<file path="src/rtl/tlb_walker.sv">
// Two-level hardware page-table walker.
// Refills the TLB on a translation miss or reports a not-present fault.
module tlb_walker #(
  parameter int PTE_V_BIT = 11
) (
  input  logic        clk,
  input  logic        rst_n,
  input  logic        clk_en,
  input  logic        kmode,
  input  logic [26:0] ptbr,
  input  logic        miss_valid,
  input  logic [31:0] miss_vaddr,
  input  logic [31:0] miss_pid,
  output logic        miss_ready,
  input  logic        abort,
  output logic        mem_req,
  output logic [26:0] mem_addr,
  input  logic        mem_ready,
  input  logic        mem_rvalid,
  input  logic [31:0] mem_rdata,
  output logic        tlb_we,
  output logic [31:0] tlb_read_addr,
  output logic [31:0] tlb_pid,
  output logic [31:0] tlb_write_data,
  output logic        walk_done,
  output logic        walk_fault,
  output logic [7:0]  fault_code,
  output logic        busy
);

  typedef enum logic [2:0] {
    IDLE, L1_REQ, L1_WAIT, L2_REQ,
    L2_WAIT, FILL, FAULT, DRAIN
  } state_e;

  state_e      state_q, state_d;
  logic [19:0] vpn_q, vpn_d;
  logic [31:0] pid_q, pid_d;
  logic        kmode_q, kmode_d;
  logic [14:0] base_q, base_d;
  logic [14:0] l1ppn_q, l1ppn_d;
  logic [31:0] raddr_q, raddr_d;
  logic [31:0] tpid_q, tpid_d;
  logic [31:0] wdata_q, wdata_d;
  logic        present;
  logic        unused_bits;

  assign present = mem_rdata[PTE_V_BIT];
  assign unused_bits = ^{ptbr[11:0], miss_vaddr[11:0], mem_rdata[31:27]};

  always_ff @(posedge clk or negedge rst_n) begin
    if (!rst_n) begin
      state_q <= IDLE;
    end else if (clk_en) begin
      state_q <= state_d;
    end
  end

  always_comb begin
    state_d = state_q;
    unique case (state_q)
      IDLE:    if (miss_valid) state_d = L1_REQ;
      L1_REQ:  if (abort) state_d = mem_ready ? DRAIN : IDLE;
               else if (mem_ready) state_d = L1_WAIT;
      L1_WAIT: if (abort) state_d = mem_rvalid ? IDLE : DRAIN;
               else if (mem_rvalid) state_d = present ? L2_REQ : FAULT;
      L2_REQ:  if (abort) state_d = mem_ready ? DRAIN : IDLE;
               else if (mem_ready) state_d = L2_WAIT;
      L2_WAIT: if (abort) state_d = mem_rvalid ? IDLE : DRAIN;
               else if (mem_rvalid) state_d = present ? FILL : FAULT;
      FILL:    state_d = IDLE;
      FAULT:   state_d = IDLE;
      DRAIN:   if (mem_rvalid) state_d = IDLE;
      default: state_d = IDLE;
    endcase
  end

  always_comb begin
    miss_ready = (state_q == IDLE);
    busy       = (state_q != IDLE);
    mem_req    = (state_q == L1_REQ) || (state_q == L2_REQ);
    mem_addr   = '0;
    if (state_q == L1_REQ) mem_addr = {base_q, vpn_q[19:10], 2'b00};
    if (state_q == L2_REQ) mem_addr = {l1ppn_q, vpn_q[9:0], 2'b00};
    tlb_we     = (state_q == FILL);
    walk_done  = (state_q == FILL);
    walk_fault = (state_q == FAULT);
    fault_code = 8'h00;
    if (state_q == FAULT) fault_code = kmode_q ? 8'h83 : 8'h82;
  end

  assign tlb_read_addr  = raddr_q;
  assign tlb_pid        = tpid_q;
  assign tlb_write_data = wdata_q;

  always_comb begin
    vpn_d   = vpn_q;
    pid_d   = pid_q;
    kmode_d = kmode_q;
    base_d  = base_q;
    l1ppn_d = l1ppn_q;
    raddr_d = raddr_q;
    tpid_d  = tpid_q;
    wdata_d = wdata_q;
    if (state_q == IDLE && miss_valid) begin
      vpn_d   = miss_vaddr[31:12];
      pid_d   = miss_pid;
      kmode_d = kmode;
      base_d  = ptbr[26:12];
    end
    if (state_q == L1_WAIT && mem_rvalid && !abort) begin
      l1ppn_d = mem_rdata[26:12];
    end
    // TLB write payload is captured once so it stays stable after FILL
    if (state_q == L2_WAIT && mem_rvalid && !abort && present) begin
      raddr_d = {vpn_q, 12'h000};
      tpid_d  = pid_q;
      wdata_d = {5'b0, mem_rdata[26:0]};
    end
  end

  always_ff @(posedge clk or negedge rst_n) begin
    if (!rst_n) begin
      vpn_q   <= '0;
      pid_q   <= '0;
      kmode_q <= 1'b0;
      base_q  <= '0;
      l1ppn_q <= '0;
      raddr_q <= '0;
      tpid_q  <= '0;
      wdata_q <= '0;
    end else if (clk_en) begin
      vpn_q   <= vpn_d;
      pid_q   <= pid_d;
      kmode_q <= kmode_d;
      base_q  <= base_d;
      l1ppn_q <= l1ppn_d;
      raddr_q <= raddr_d;
      tpid_q  <= tpid_d;
      wdata_q <= wdata_d;
    end
  end

endmodule

</file>
<file path="config.mk">
export PLATFORM = sky130hd
export DESIGN_NAME = tlb_walker
export DESIGN_NICKNAME = d
export VERILOG_FILES = /design/src/rtl/tlb_walker.sv
export SDC_FILE = /design/constraint.sdc
export NUM_CORES = 1
export LEC_CHECK = 0
export BUFFER_PORTS_ARGS = -buffer_cell sky130_fd_sc_hd__buf_2
export CAP_MARGIN = 20
export CORE_MARGIN = 2
export CORE_UTILIZATION = 41
export CTS_BUF_LIST = sky130_fd_sc_hd__clkbuf_4 sky130_fd_sc_hd__clkbuf_8 sky130_fd_sc_hd__clkbuf_16
export CTS_CLUSTER_SIZE = 8
export DETAILED_ROUTE_END_ITERATION = 7
export HOLD_SLACK_MARGIN = 0.08
export PLACE_DENSITY = 0.69
export SYNTH_ARGS = -nofsm -noshare
export SYNTH_HDL_FRONTEND = slang
export SYNTH_SLANG_ARGS = --single-unit
</file>
<file path="constraint.sdc">
create_clock -name clk -period 4.41 [get_ports clk]
set_input_delay 0.6615 -clock clk [delete_from_list [all_inputs] [get_ports clk]]
set_output_delay 0.6615 -clock clk [all_outputs]
set_load 0.01 [all_outputs]
</file>
==> qor.csv <==
stage,metric,value,unit
run_status,outcome,completed,
route,firstDrtPassIters,4,
clock_network,cts_num_sinks,165,
floorplanning,rows,47,
floorplanning,core_area,0.01670,sq mm
worst_setup_path,r2r_setup_slack,2070,ps
global_route,grt_pass1_wl,24470,microns
clock_network,postCtsHoldBufs,0,
route,avgRoutedWirePerCell,16.51,microns
timing,finalCritPeriodShare,55.68,%
clock_network,ctsRootBufferMaster,clkbuf_16,
clock_network,cts_htree_levels,4,
timing,final.min_clock_period,2456,ps
timing,fmax,407.2,MHz
synth,synth-edff-count,0,
clock_network,clk_latency,420,ps
power,power.density,673.1,mW/mm^2
synth,syn_area,0.007033,sq mm
synth,ys_types,34,
clock_network,cts.clk_slew.worst_paths,70,ps
worst_setup_path,path_max_fanout,29,
placed_design,port-buffer-count,214,
clock_network,cts_tree,done,
placed_design,place_area,0.008158,sq mm
route,drc_errors,0,
worst_setup_path,cpMaxStageDelayCell,dfrtp_1,
global_route,antenna_found_initial,0,
timing,tightestPinTransition,1012,ps
timing,slew_viol_final,0,
hold_path,hold_path_class,input pin to async pin,
global_route,grt_max_degree,108,
timing,setup_viol,0,
worst_setup_path,slowest_delay,570,ps
route,wirelength,15220,microns
timing,slew_headroom,32.53,%
power,vdd_drop_max,0.0002909,V
clock_network,postCtsSetupBuffers,0,
synth,yosysTopAreaCell,dfrtp_1,
global_route,grt_use_total,17.22,%
worst_setup_path,worstReg2RegStart,state_q[1]$_DFFE_PN0P_,
layout,final_util,52.76,%
worst_setup_path,end_kind,output port,
timing,fin_skew,8.783,ps
floorplanning,design.die.area,0.01822,sq mm
synth,async_flop_share,100.0,%
route,num_vias,4493,
synth,synth_top_area_share,58.71,%
synth,netlist_instances,481,
route,via_per_inst,4.873,
placed_design,routabilityCongestion,0.7791,
layout,area_delta_synth_final,25.30,%
route,drtIter0Drc,185,
synth,synthesis.area_per_instance,14.62,sq um
layout,nNetsFinal,820,
power,leakagePower,0.004634,uW
layout,drive_gt1_share,59.97,%
worst_setup_path,arrival,1790,ps
synth,ys_ff_latch,165,
worst_setup_path,reg2regPathDepth,3,
placed_design,dpl.hpwl,10450,microns
worst_setup_path,worstReg2RegEnd,vpn_q[6]$_DFFE_PN0P_,
floorplanning,die-height,135.0,microns
floorplanning,chipWidth,135.0,microns
layout,antennaDiodeCount,0,
flow_run,maxCapViolCount,0,
timing,tns,0,ps
synth,yosysWarnings,0,
route,ant_nets,0,
clock_network,cts.path.max_buffers,2,
global_route,grt_overflow_total,0,
clock_network,cts_made_buffers,17,
floorplanning,pin_count,268,
timing,rsz0062_at_grt,no,
worst_setup_path,cp-start-kind,flip-flop,
layout,design_area,0.008812,sq mm
timing,hold_violations,0,
worst_setup_path,cp.required,3750,ps
clock_network,cts-resized-gates,0,
floorplanning,start_util,42.11,%
synth,ys_top_cells_by_area,"dfrtp_1 59%, mux2_2 24%, mux2i_1 3.7%",
worst_setup_path,crit_type,flip-flop to output port,
synth,seq_area_frac_synth,58.71,%
layout,fillers,1437,
worst_setup_path,path_cells,"nand2b_1, buf_4, nor2_1, buf_2",
global_route,grt_pass1_vias,4755,
synth,synthFlopType,dfrtp_1,
-- how the worst max path moves through the flow --
stage | start | to | cells after the start
2_1_floorplan | state_q[1]$_DFFE_PN0P_ | fault_code[1] | 4
3_3_place_gp | state_q[1]$_DFFE_PN0P_ | tlb_write_data[0]$_DFFE_PN0P_ | 4
3_5_place_dp | state_q[1]$_DFFE_PN0P_ | tlb_write_data[4]$_DFFE_PN0P_ | 4
4_1_cts | state_q[1]$_DFFE_PN0P_ | tlb_write_data[17]$_DFFE_PN0P_ | 4
5_1_grt | state_q[2]$_DFFE_PN0P_ | mem_addr[3] | 4
6_report | state_q[2]$_DFFE_PN0P_ | mem_addr[3] | 4
-- placed cells by master, fill, tap and decap left out, drive strengths merged, types with 4 or more instances in the layout --
master,instances
inv,10
clkbuf,18
nor3,5
clkinvlp,4
conb,24
buf,220
mux2i,26
nand2b,5
mux2,164
nor2b,4
nor2,27
dfrtp,165
-- sequential cells by signal (all words and copies together), names as in the netlist --
| name | count |
|---|---|
| base_q | 15 |
| kmode_q | 1 |
| l1ppn_q | 15 |
| pid_q | 32 |
| state_q | 3 |
| tlb_pid | 32 |
| tlb_read_addr | 20 |
| tlb_write_data | 27 |
| vpn_q | 20 |
-- cell type report --
cell class              instances  area [sq um]  area share, %
flip-flops and latches        165          4130          46.87
inverters                       4         15.01         0.1704
clock buffers                  18         439.2          4.984
multi-input cells             281          2630          29.85
repair buffers                220          1155          13.11
clock inverters                14         167.7          1.903
well taps                     220         275.3          3.124
-- worst max-delay path: cells and delay by family, from the launching register on --
| family | cells | cell delay, ps |
|---|---|---|
| simple gates | 2 | 280 |
| buf+inv | 2 | 520 |
| flops | 1 | 570 |
-- cells in the mapped netlist, types with 2 or more instances --
| master | n |
|---|---|
| and2_1 | 3 |
| and3_1 | 2 |
| buf_1 | 3 |
| buf_2 | 19 |
| buf_4 | 29 |
| buf_6 | 3 |
| dfrtp_1 | 165 |
| inv_1 | 4 |
| mux2_1 | 2 |
| mux2_2 | 153 |
| mux2_4 | 9 |
| mux2i_1 | 26 |
| nand2_1 | 2 |
| nand2b_1 | 5 |
| nor2_1 | 27 |
| nor2b_1 | 4 |
| nor3_1 | 4 |
| o21ai_0 | 3 |
| o22ai_1 | 3 |
-- cell families after synthesis --
group	after synthesis	synth area share, %
other cells	1	0.05332
buf+inv	58	5.301
compound gates	14	1.423
mux	190	30.44
flops	165	58.71
simple gates	53	4.074
-- metal layers --
layer  global-route usage [%]  wire [microns]
met1                    21.14            6323
met2                    28.43            7435
met3                    6.832            1305
met4                    4.630             155
met5                        0               0
-- where the power goes --
group	total, uW	switching, uW	internal (uW)
clock	1500	636	868
sequential	2540	387	2150
combinational	1890	870	1020
total	5930	1890	4040
-- stage by stage --
step,instances,power (uW),setup slack [ps],hold WS [ps]
6_report,922,5932,1954,362.7
5_1_grt,922,6309,1830,431.2
4_1_cts,920,6000,1447,399.4
3_5_place_dp,888,4475,1444,459.8
3_3_place_gp,888,4369,1473,448.1
2_1_floorplan,504,3724,2389,365.9
(Power assumes the default switching activity.)
